## src/rtl/muldiv_pkg.sv

```systemverilog
// muldiv_pkg: shared op codes, FSM states and
// decode helpers for the iterative mul/div unit.
package muldiv_pkg;

  localparam int unsigned N_ITER = 32;

  localparam logic [2:0] OP_MULT  = 3'b000;
  localparam logic [2:0] OP_MULTU = 3'b001;
  localparam logic [2:0] OP_DIV   = 3'b010;
  localparam logic [2:0] OP_DIVU  = 3'b011;
  localparam logic [2:0] OP_MTHI  = 3'b100;
  localparam logic [2:0] OP_MTLO  = 3'b101;

  typedef enum logic [1:0] {
    S_IDLE = 2'd0,
    S_RUN  = 2'd1,
    S_FIX  = 2'd2
  } state_e;

  function automatic logic op_is_arith(
    input logic [2:0] op
  );
    return ~op[2];
  endfunction

  function automatic logic op_is_div(
    input logic [2:0] op
  );
    return op[1];
  endfunction

  function automatic logic op_is_signed(
    input logic [2:0] op
  );
    return ~op[0];
  endfunction

endpackage

```

## src/rtl/muldiv_if.sv

```systemverilog
// muldiv_if: request/result bundle between the
// EX stage and the mul/div unit.
interface muldiv_if #(
  parameter int WIDTH = 32
);

  logic             start;
  logic [2:0]       op;
  logic [WIDTH-1:0] src_a;
  logic [WIDTH-1:0] src_b;
  logic             flush;
  logic [WIDTH-1:0] hi;
  logic [WIDTH-1:0] lo;
  logic             busy;
  logic             done;
  logic             div_by_zero;

  modport master (
    output start, op, src_a, src_b, flush,
    input  hi, lo, busy, done, div_by_zero
  );

  modport slave (
    input  start, op, src_a, src_b, flush,
    output hi, lo, busy, done, div_by_zero
  );

endinterface

```

## src/rtl/muldiv_datapath.sv

```systemverilog
// muldiv_datapath: shift-add multiplier and
// restoring divider sharing one register pair.
module muldiv_datapath
  import muldiv_pkg::*;
#(
  parameter int WIDTH = N_ITER
) (
  input  logic             clock,
  input  logic             reset,
  input  logic             load,
  input  logic             step,
  input  logic             fix,
  input  logic             is_div,
  input  logic             is_signed,
  input  logic [WIDTH-1:0] a,
  input  logic [WIDTH-1:0] b,
  output logic [WIDTH-1:0] res_hi,
  output logic [WIDTH-1:0] res_lo,
  output logic             div_zero
);

  localparam int W2 = 2 * WIDTH;

  // opnd: multiplicand or divisor magnitude
  // acc_hi: partial product / remainder
  // acc_lo: multiplier / dividend -> quotient
  logic [WIDTH-1:0] opnd_q, opnd_d;
  logic [WIDTH-1:0] acc_hi_q, acc_hi_d;
  logic [WIDTH-1:0] acc_lo_q, acc_lo_d;
  logic             div_q, div_d;
  logic             nres_q, nres_d;
  logic             nrem_q, nrem_d;
  logic             dz_q, dz_d;

  logic             a_neg;
  logic             b_neg;
  logic [WIDTH-1:0] a_mag;
  logic [WIDTH-1:0] b_mag;
  logic [WIDTH:0]   add_sum;
  logic [WIDTH:0]   shl;
  logic [WIDTH:0]   sub;
  logic [W2-1:0]    prod;
  logic [W2-1:0]    prod_f;
  logic [WIDTH-1:0] quo_f;
  logic [WIDTH-1:0] rem_f;

  // operand magnitudes and one iteration step
  always_comb begin
    a_neg   = is_signed & a[WIDTH-1];
    b_neg   = is_signed & b[WIDTH-1];
    a_mag   = a_neg ? (~a + 1'b1) : a;
    b_mag   = b_neg ? (~b + 1'b1) : b;
    add_sum = {1'b0, acc_hi_q}
            + (acc_lo_q[0] ? {1'b0, opnd_q}
                           : '0);
    shl     = {acc_hi_q, acc_lo_q[WIDTH-1]};
    sub     = shl - {1'b0, opnd_q};

    opnd_d   = opnd_q;
    acc_hi_d = acc_hi_q;
    acc_lo_d = acc_lo_q;
    div_d    = div_q;
    nres_d   = nres_q;
    nrem_d   = nrem_q;
    dz_d     = dz_q;

    if (load) begin
      div_d    = is_div;
      opnd_d   = is_div ? b_mag : a_mag;
      acc_lo_d = is_div ? a_mag : b_mag;
      acc_hi_d = '0;
      nres_d   = a_neg ^ b_neg;
      nrem_d   = a_neg;
      dz_d     = is_div & (b == '0);
    end else if (step) begin
      if (div_q) begin
        if (!sub[WIDTH]) begin
          acc_hi_d = sub[WIDTH-1:0];
          acc_lo_d = {acc_lo_q[WIDTH-2:0], 1'b1};
        end else begin
          acc_hi_d = shl[WIDTH-1:0];
          acc_lo_d = {acc_lo_q[WIDTH-2:0], 1'b0};
        end
      end else begin
        acc_hi_d = add_sum[WIDTH:1];
        acc_lo_d = {add_sum[0],
                    acc_lo_q[WIDTH-1:1]};
      end
    end
  end

  // sign fix-up of the finished result
  always_comb begin
    prod   = {acc_hi_q, acc_lo_q};
    prod_f = nres_q ? (~prod + 1'b1) : prod;
    quo_f  = nres_q ? (~acc_lo_q + 1'b1)
                    : acc_lo_q;
    rem_f  = nrem_q ? (~acc_hi_q + 1'b1)
                    : acc_hi_q;
    res_hi = '0;
    res_lo = '0;
    if (fix) begin
      if (div_q) begin
        res_hi = rem_f;
        res_lo = dz_q ? '1 : quo_f;
      end else begin
        res_hi = prod_f[W2-1:WIDTH];
        res_lo = prod_f[WIDTH-1:0];
      end
    end
  end

  assign div_zero = dz_q;

  // datapath registers
  always_ff @(posedge clock) begin
    if (reset) begin
      opnd_q   <= '0;
      acc_hi_q <= '0;
      acc_lo_q <= '0;
      div_q    <= 1'b0;
      nres_q   <= 1'b0;
      nrem_q   <= 1'b0;
      dz_q     <= 1'b0;
    end else begin
      opnd_q   <= opnd_d;
      acc_hi_q <= acc_hi_d;
      acc_lo_q <= acc_lo_d;
      div_q    <= div_d;
      nres_q   <= nres_d;
      nrem_q   <= nrem_d;
      dz_q     <= dz_d;
    end
  end

endmodule

```

## src/rtl/muldiv_unit.sv

```systemverilog
// muldiv_unit: HI/LO owner, sequencing FSM and
// stall handshake around muldiv_datapath.
module muldiv_unit
  import muldiv_pkg::*;
#(
  parameter int WIDTH = N_ITER
) (
  input logic     clock,
  input logic     reset,
  muldiv_if.slave bus
);

  localparam int CW = $clog2(WIDTH) + 1;
  localparam logic [CW-1:0] LAST =
    CW'(WIDTH - 1);

  state_e           state_q, state_d;
  logic [CW-1:0]    cnt_q, cnt_d;
  logic [WIDTH-1:0] hi_q, hi_d;
  logic [WIDTH-1:0] lo_q, lo_d;
  logic             busy_q, busy_d;
  logic             done_q, done_d;
  logic             dbz_q, dbz_d;

  logic             load;
  logic             step;
  logic             fix;
  logic [WIDTH-1:0] res_hi;
  logic [WIDTH-1:0] res_lo;
  logic             dz;

  muldiv_datapath #(
    .WIDTH(WIDTH)
  ) u_dp (
    .clock    (clock),
    .reset    (reset),
    .load     (load),
    .step     (step),
    .fix      (fix),
    .is_div   (op_is_div(bus.op)),
    .is_signed(op_is_signed(bus.op)),
    .a        (bus.src_a),
    .b        (bus.src_b),
    .res_hi   (res_hi),
    .res_lo   (res_lo),
    .div_zero (dz)
  );

  // next state, strobes and HI/LO updates
  always_comb begin
    state_d = state_q;
    cnt_d   = cnt_q;
    hi_d    = hi_q;
    lo_d    = lo_q;
    busy_d  = busy_q;
    done_d  = 1'b0;
    dbz_d   = 1'b0;
    load    = 1'b0;
    step    = 1'b0;
    fix     = 1'b0;
    unique case (state_q)
      S_IDLE: begin
        if (bus.start && !bus.flush) begin
          unique case (1'b1)
            op_is_arith(bus.op): begin
              state_d = S_RUN;
              busy_d  = 1'b1;
              cnt_d   = '0;
              load    = 1'b1;
            end
            (bus.op == OP_MTHI):
              hi_d = bus.src_a;
            (bus.op == OP_MTLO):
              lo_d = bus.src_a;
            default: ;
          endcase
        end
      end
      S_RUN: begin
        if (bus.flush) begin
          state_d = S_IDLE;
          busy_d  = 1'b0;
          cnt_d   = '0;
        end else begin
          step = 1'b1;
          if (cnt_q == LAST) begin
            state_d = S_FIX;
            cnt_d   = '0;
          end else begin
            cnt_d = cnt_q + 1'b1;
          end
        end
      end
      S_FIX: begin
        state_d = S_IDLE;
        busy_d  = 1'b0;
        if (!bus.flush) begin
          fix    = 1'b1;
          hi_d   = res_hi;
          lo_d   = res_lo;
          done_d = 1'b1;
          dbz_d  = dz;
        end
      end
      default: begin
        state_d = S_IDLE;
        busy_d  = 1'b0;
      end
    endcase
  end

  // control and architectural registers
  always_ff @(posedge clock) begin
    if (reset) begin
      state_q <= S_IDLE;
      cnt_q   <= '0;
      hi_q    <= '0;
      lo_q    <= '0;
      busy_q  <= 1'b0;
      done_q  <= 1'b0;
      dbz_q   <= 1'b0;
    end else begin
      state_q <= state_d;
      cnt_q   <= cnt_d;
      hi_q    <= hi_d;
      lo_q    <= lo_d;
      busy_q  <= busy_d;
      done_q  <= done_d;
      dbz_q   <= dbz_d;
    end
  end

  assign bus.hi          = hi_q;
  assign bus.lo          = lo_q;
  assign bus.busy        = busy_q;
  assign bus.done        = done_q;
  assign bus.div_by_zero = dbz_q;

endmodule

```

## src/flat_wrapper.sv

```systemverilog
// flat-port wrapper written by rule: the top's interface ports become plain ports
module muldiv_unit_flat import muldiv_pkg::*;
#(
  parameter int WIDTH = N_ITER
)
  (clock, reset, bus_start, bus_op, bus_src_a, bus_src_b, bus_flush, bus_hi, bus_lo, bus_busy, bus_done, bus_div_by_zero);
  muldiv_if #(.WIDTH(WIDTH)) bus_i ();
  input logic clock;
  input logic reset;
  input wire logic [$bits(bus_i.start)-1:0] bus_start;
  input wire logic [$bits(bus_i.op)-1:0] bus_op;
  input wire logic [$bits(bus_i.src_a)-1:0] bus_src_a;
  input wire logic [$bits(bus_i.src_b)-1:0] bus_src_b;
  input wire logic [$bits(bus_i.flush)-1:0] bus_flush;
  output wire logic [$bits(bus_i.hi)-1:0] bus_hi;
  output wire logic [$bits(bus_i.lo)-1:0] bus_lo;
  output wire logic [$bits(bus_i.busy)-1:0] bus_busy;
  output wire logic [$bits(bus_i.done)-1:0] bus_done;
  output wire logic [$bits(bus_i.div_by_zero)-1:0] bus_div_by_zero;
  assign bus_i.start = bus_start;
  assign bus_i.op = bus_op;
  assign bus_i.src_a = bus_src_a;
  assign bus_i.src_b = bus_src_b;
  assign bus_i.flush = bus_flush;
  assign bus_hi = bus_i.hi;
  assign bus_lo = bus_i.lo;
  assign bus_busy = bus_i.busy;
  assign bus_done = bus_i.done;
  assign bus_div_by_zero = bus_i.div_by_zero;
  muldiv_unit #(.WIDTH(WIDTH)) u_core (.clock(clock), .reset(reset), .bus(bus_i));
endmodule
```

## config.mk

```make
export PLATFORM = sky130hd
export DESIGN_NAME = muldiv_unit_flat
export DESIGN_NICKNAME = d
export VERILOG_FILES = /design/src/rtl/muldiv_pkg.sv /design/src/rtl/muldiv_if.sv /design/src/rtl/muldiv_datapath.sv /design/src/rtl/muldiv_unit.sv /design/src/flat_wrapper.sv
export SDC_FILE = /design/constraint.sdc
export NUM_CORES = 1
export LEC_CHECK = 0
export CAP_MARGIN = 20
export CORE_MARGIN = 3
export CORE_UTILIZATION = 30
export CTS_CLUSTER_DIAMETER = 50
export DETAILED_ROUTE_END_ITERATION = 16
export GPL_TIMING_DRIVEN = 0
export PLACE_DENSITY = 0.57
export SYNTH_ARGS = -nofsm -noshare
export SYNTH_HDL_FRONTEND = slang
export SYNTH_SLANG_ARGS = --single-unit
```

## constraint.sdc

```tcl
create_clock -name clock -period 11.63 [get_ports clock]
set_input_delay 1.163 -clock clock [delete_from_list [all_inputs] [get_ports clock]]
set_output_delay 1.163 -clock clock [all_outputs]
set_load 0.02 [all_outputs]
```

* Yosys cells after proc, flatten, opt, wreduce, memory -nomap -nowiden
Cells that the tools add are included.
** Word-level totals
- Register bits :: 175
- Input port bits :: 71
- Output and inout bits :: 67
- Logic and storage cells :: 106
** Cells by class
- Add/subtract/negate cells :: 8
- Equality and inequality tests :: 12
- Muxes and demuxes :: 47
- Bitwise gates (word level) :: 11
- Reduce and logical (&&, ||, !) cells :: 14
** Operators by type and width (number)
- $mux 32 :: 23
- $add 32x1->32 const B :: 4
- $not 32->32 :: 4
- $pmux 32 s2 :: 2
- $add 64x1->64 const B :: 1
- $mux 64 :: 1
- $not 64->64 :: 1
- $add 32x32->33 :: 1
- $sub 33x32->33 :: 1
- $logic_not 32->1 :: 1
- $mux 6 :: 4
- $pmux 6 s2 :: 1
- $mux 1 :: 10
- $reduce_and 3->1 :: 3
- $mux 2 :: 4
- $reduce_and 4->1 :: 2
- $add 6x1->6 const B :: 1
- $eq 3x3->1 const B :: 2
- $eq 6x5->1 const B :: 1
- $ne 2x1->1 const B :: 3
- $ne 2x2->1 const B :: 3
- $reduce_bool 2->1 :: 3
- $pmux 2 s2 :: 1
- $and 1x1->1 :: 3
- 11 further kinds :: 12

* Depth between registers and ports, before layout
- Depth after elaboration :: 8
- Depth in mapped cells :: 16
- Mapped depth without buffers :: 13

* Hierarchy
Synthesis repeated with hierarchy kept, for this count alone.
** Second synthesis, totals
- Cells, all modules :: 2075
- Area total of the unflattened synthesis :: 15960.3 sq um
** Modules (own cells, without submodules)
- muldiv_datapath :: instances 1, cells each 1714, area an instance 12185.4 sq um, seq. area each 2001.9 sq um
- muldiv_unit :: instances 1, cells each 361, area an instance 3774.9 sq um, seq. area each 1501.4 sq um

* Least setup slack after synthesis
No wires, ideal clock.
- Path kind :: register to register
- Start :: register u_core.u_dp.acc_lo_q[31]
- End :: register u_core.u_dp.acc_hi_q[19]
- Library setup time :: 0.123 ns
- Arrival :: 3.671 ns
- Required time :: 11.507 ns
- Slack :: 7.835 ns
- Stages on the path, launching flop included :: 16
- Buffers on the path :: 3
- Clock period less this slack :: 3.795 ns
- Cells stage by stage :: dfxtp_1 > clkbuf_1 > inv_1 > ha_1 > fa_1 > nand2b_1 > a211oi_1 > o21ai_0 > a311o_1 > nor2b_1 > a41oi_2 > xor2_2 > buf_2 > buf_2 > mux2i_1 > o22ai_1
** Between the ends
- Longest elaborated chain between the ends :: 3
** Ends and longest elaborated chain
- start: declaration :: line muldiv_datapath.sv:29 : logic [WIDTH-1:0] acc_lo_q, acc_lo_d;
- start signal: assignment :: line muldiv_datapath.sv:128 : acc_lo_q <= acc_lo_d;
- $sub 33x32->33 :: line muldiv_datapath.sv:57 : sub = shl - {1'b0, opnd_q};
- $mux 32 :: line muldiv_datapath.sv:77 : if (!sub[WIDTH]) begin
- $mux 32 :: line muldiv_datapath.sv:76 : if (div_q) begin
- end signal: assignment :: line muldiv_datapath.sv:127 : acc_hi_q <= acc_hi_d;
- end: declaration :: line muldiv_datapath.sv:28 : logic [WIDTH-1:0] acc_hi_q, acc_hi_d;
Every way passes these cells.
A chain may end at the register's enable or synchronous reset.

* Final worst setup path
Same ends and word-level chain as after synthesis.

==> impl_metrics.py <==
metrics = {
    "clocking": {
        "holdBufCountCts": 0,
        "cts_tree": "built",
        "cts_buffers": 17,
        "postCtsSetupBuffers": 0,
        "clock_latency_ns": 0.46,
        "clockBufferDepth": 2,
        "cts_root_buffer": "clkbuf_16",
        "ctsResizeCount": 0,
        "clk_pin_slew_ns": 0.09,
        "cts.sinks": 175,
        "htreeDepth": 4,
    },
    "timing": {
        "finalSetupViolCount": 0,
        "slew_violations": 0,
        "fmax_ghz": 0.197,
        "fin_crit_ns": 5.08,
        "max_slew_margin_pct": 33.8,
        "min_period_over_period_pct": 43.7,
        "hold_viol_final": 0,
        "worstMarginPinSlew_ns": 0.993,
        "finClkSkew_ns": 0.0202,
        "rsz0062_at_grt": "false",
        "setup_tns_ns": 0,
    },
    "routing": {
        "wire_per_inst_um": 23.5,
        "viasPerCell": 5.77,
        "vias": 16107,
        "first_pass_iters": 5,
        "ant_nets": 0,
        "drc": 0,
        "wl_um": 65800,
        "first_iter_violations": 1579,
    },
    "yosys": {
        "synth.net_count": 2152,
        "syn_area_um2": 14600,
        "synthCells": 2010,
        "synth_edf_count": 0,
        "yosys.area.top_type_share_pct": 24.0,
        "yosysUniqueCellTypes": 74,
        "synth_seq_cells": 175,
        "synthTopCellsByArea": "dfxtp_1 (24%), a21oi_1 (6.9%), nand2_1 (6.2%)",
        "yosysTopAreaCell": "dfxtp_1",
        "synth_area_per_cell_um2": 7.27,
        "async_flop_share_pct": 0,
        "ys_seq_area_share_pct": 24.0,
        "yosysWarningCount": 0,
        "ys.flop_type": "dfxtp_1",
    },
    "power_and_ir_drop": {
        "p_comb_share_pct": 26.6,
        "power.switching_mw": 0.624,
        "clockPowerShare_pct": 37.0,
        "switching_share_pct": 35.8,
        "powerDensity_nw_per_um2": 100,
        "finalPower_mw": 1.74,
        "p_seq_share_pct": 36.4,
        "leakage_nw": 6.49,
        "vdd_drop_max_v": 0.0000950,
        "internal-power_mw": 1.12,
    },
    "cells_and_area": {
        "final_cells": 2793,
        "drive_above_1_share_pct": 3.44,
        "utilization_pct": 36.2,
        "diodes": 0,
        "final-seq-area_um2": 3500,
        "num-fill-cells": 5118,
        "syn2layout_area_growth_pct": 18.8,
        "final_nets": 2307,
        "multi_input_area_um2": 10300,
    },
    "grt": {
        "met2_usage_pct": 38.4,
        "met1_usage_pct": 35.2,
        "grt_overflow": 0,
        "grt.busiest_layer": "met2",
        "use_met3_pct": 3.44,
        "grt_max_degree": 20,
        "antenna_found_initial": 0,
        "grt_pass1_vias": 14996,
        "grt.total_usage_pct": 25.0,
        "grt_pass1_wl_um": 96700,
    },
    "job": {
        "maxCapViolCount": 0,
    },
    "status": {
        "outcome": "complete, no violations",
    },
    "placed_design": {
        "io_buffers": 133,
        "dp_hpwl_um": 53400,
        "gp_congestion": 0.984,
        "place_inst": 2760,
    },
    "critical_path": {
        "cp.buffers_inverters": 4,
        "cp-end-kind": "flip-flop",
        "cpPeakStageDelay_ns": 0.52,
        "cp_max_fo": 10,
        "cp.arrival_ns": 5.40,
        "crit_path_frequent_cell": "buf_2",
        "cp_slowest_cell": "xor2_2",
        "path_delay_family": "compound AO/OA/AOI/OAI gates",
        "rr_startpoint": "u_core.u_dp.acc_lo_q[31]",
        "path_cells": "clkbuf_1 > inv_1 > ha_1 > fa_1 > nand2b_1 > a211oi_1 > o21ai_0 > a311o_1 > nor2b_1 > a41oi_2 > xor2_2 > buf_2 > buf_2 > mux2i_1 > o22ai_1",
        "cp-start-kind": "flip-flop",
        "crit_start": "u_core.u_dp.acc_lo_q[31]",
        "cp.required_ns": 11.95,
        "worstSetupPathType": "flip-flop to flip-flop",
    },
    "worst_hold_path": {
        "min_from": "u_core.u_dp.opnd_q[20]",
        "hold_class": "flip-flop to flip-flop",
    },
    "floorplanning": {
        "die_y_um": 227,
        "rows": 80,
        "dieArea_um2": 51400,
        "fp.coreArea_um2": 47900,
        "die_w_um": 227,
        "ios": 138,
        "start_util_pct": 30.5,
    },
}
-- synthesized netlist by cell type (all sizes together), types with 4 or more instances --
cell     count
a21oi      202
inv         53
nor3        51
nor2b       15
o21a        10
or2          6
xor2        82
o211ai      62
a311oi      32
and3        14
nor2       227
clkbuf     131
a21boi       4
nand2b      23
o21bai       4
nand2      242
nor4        14
o21ai      136
buf         11
a211oi      43
mux2         7
mux2i       55
a31oi       18
or3          5
a41oi        9
and2        16
o41ai       17
a2111oi      4
nand3       25
o31a         5
a21o        47
a31o         8
a221oi      18
ha          69
nand4       10
or4         18
dfxtp      175
o31ai       16
xnor2       97
-- layout make-up --
class,instances,area share (%)
clock buffers,17,2.45
multi-input cells,1639,59.6
well taps,615,4.43
inverters,54,1.17
clock inverters,15,1.20
repair buffers,136,7.76
flip-flops and latches,175,20.2
plain buffers,142,3.24
-- per-layer routing --
layer / wire, µm / vias up
li1: - / 7560
met4: 2580 / 0
met3: 5210 / 100
met1: 29600 / 7736
met2: 28400 / 711
met5: 0 / -
-- through the flow --
step	cell area, µm²	setup slack [ns]	hold WS (ns)
finish	17400	6.55	0.455
global route	17400	6.40	0.480
CTS	17400	6.68	0.458
detailed placement	16700	6.73	0.446
global placement	16700	6.77	0.444
floorplan	14600	7.84	0.432
-- worst register-to-register path: cells and delay by family, from the launching register on --
kind	cells	cell delay [ns]
AOI/OAI and AO/OA	5	1.46
buffers and inverters	4	1.30
adders and majority gates	2	0.67
xor gates and xnor gates	1	0.52
and+or+nand+nor	2	0.42
DFF	1	0.32
muxes	1	0.25
-- flip-flops by register name (all words and copies together), names as in the netlist --
name and flops:
u_core.cnt_q 6, u_core.bus.div_by_zero 1, u_core.bus.done 1, u_core.bus.hi 32, u_core.u_dp.opnd_q 32, u_core.u_dp.nres_q 1
u_core.u_dp.acc_lo_q 32, u_core.state_q 2, u_core.bus.busy 1, u_core.u_dp.nrem_q 1, u_core.u_dp.div_zero 1, u_core.bus.lo 32
u_core.u_dp.acc_hi_q 32, u_core.u_dp.div_q 1
-- cells in the final DEF (no fill, tap or decap), types with 5 or more instances in the layout --
cell type	count
nor3_1	50
inv_8	5
o31ai_1	16
mux2i_1	55
clkbuf_16	17
a31oi_1	18
nand4_1	10
a211oi_1	43
xnor2_1	97
o31a_1	5
nor2b_1	15
nand2_1	242
nand2b_1	23
o21ai_0	130
a41oi_1	8
nor2_1	227
ha_1	69
a221oi_1	18
clkbuf_1	130
buf_2	8
o211ai_1	62
or4_1	17
a311oi_1	32
and2_1	16
a21oi_1	202
nand3_1	24
dfxtp_1	175
o21ai_1	6
clkdlybuf4s50_1	133
or2_2	6
mux2_2	7
and3_1	13
inv_1	53
a31o_2	8
xor2_1	81
nor4_1	12
o21a_1	10
a21o_1	46
o41ai_1	17
-- cells by family (layout without fill, tap and decap cells) --
kind of cell	Yosys count	count (layout)	synth area share (%)
XOR/XNOR	179	179	10.8
adder cells (fa/ha/maj)	71	71	6.18
AO/OA/AOI/OAI	654	654	28.7
buffers and inverters	196	364	5.24
flip-flops	175	175	24.0
AND/OR/NAND/NOR	673	673	20.8
multiplexers	62	62	4.31
-- path summary, 6_finish.rpt --
path	endpoint	slack [ns]	cells after the start
min reg2reg	u_core.u_dp.opnd_q[20]	0.46	2
max	u_core.u_dp.acc_hi_q[19]	6.55	15
max reg2reg	u_core.u_dp.acc_hi_q[19]	6.55	15
min	u_core.u_dp.opnd_q[20]	0.46	2
-- power by group through the flow --
stage | sequential (mW) | combinational (mW) | clock [mW]
6_report | 0.634 | 0.463 | 0.645
2_1_floorplan | 0.646 | 0.281 | 0
5_1_grt | 0.636 | 0.496 | 0.668
4_1_cts | 0.633 | 0.452 | 0.647
3_3_place_gp | 0.647 | 0.447 | 0
3_5_place_dp | 0.647 | 0.449 | 0
Power figures use the tool's default switching activity.
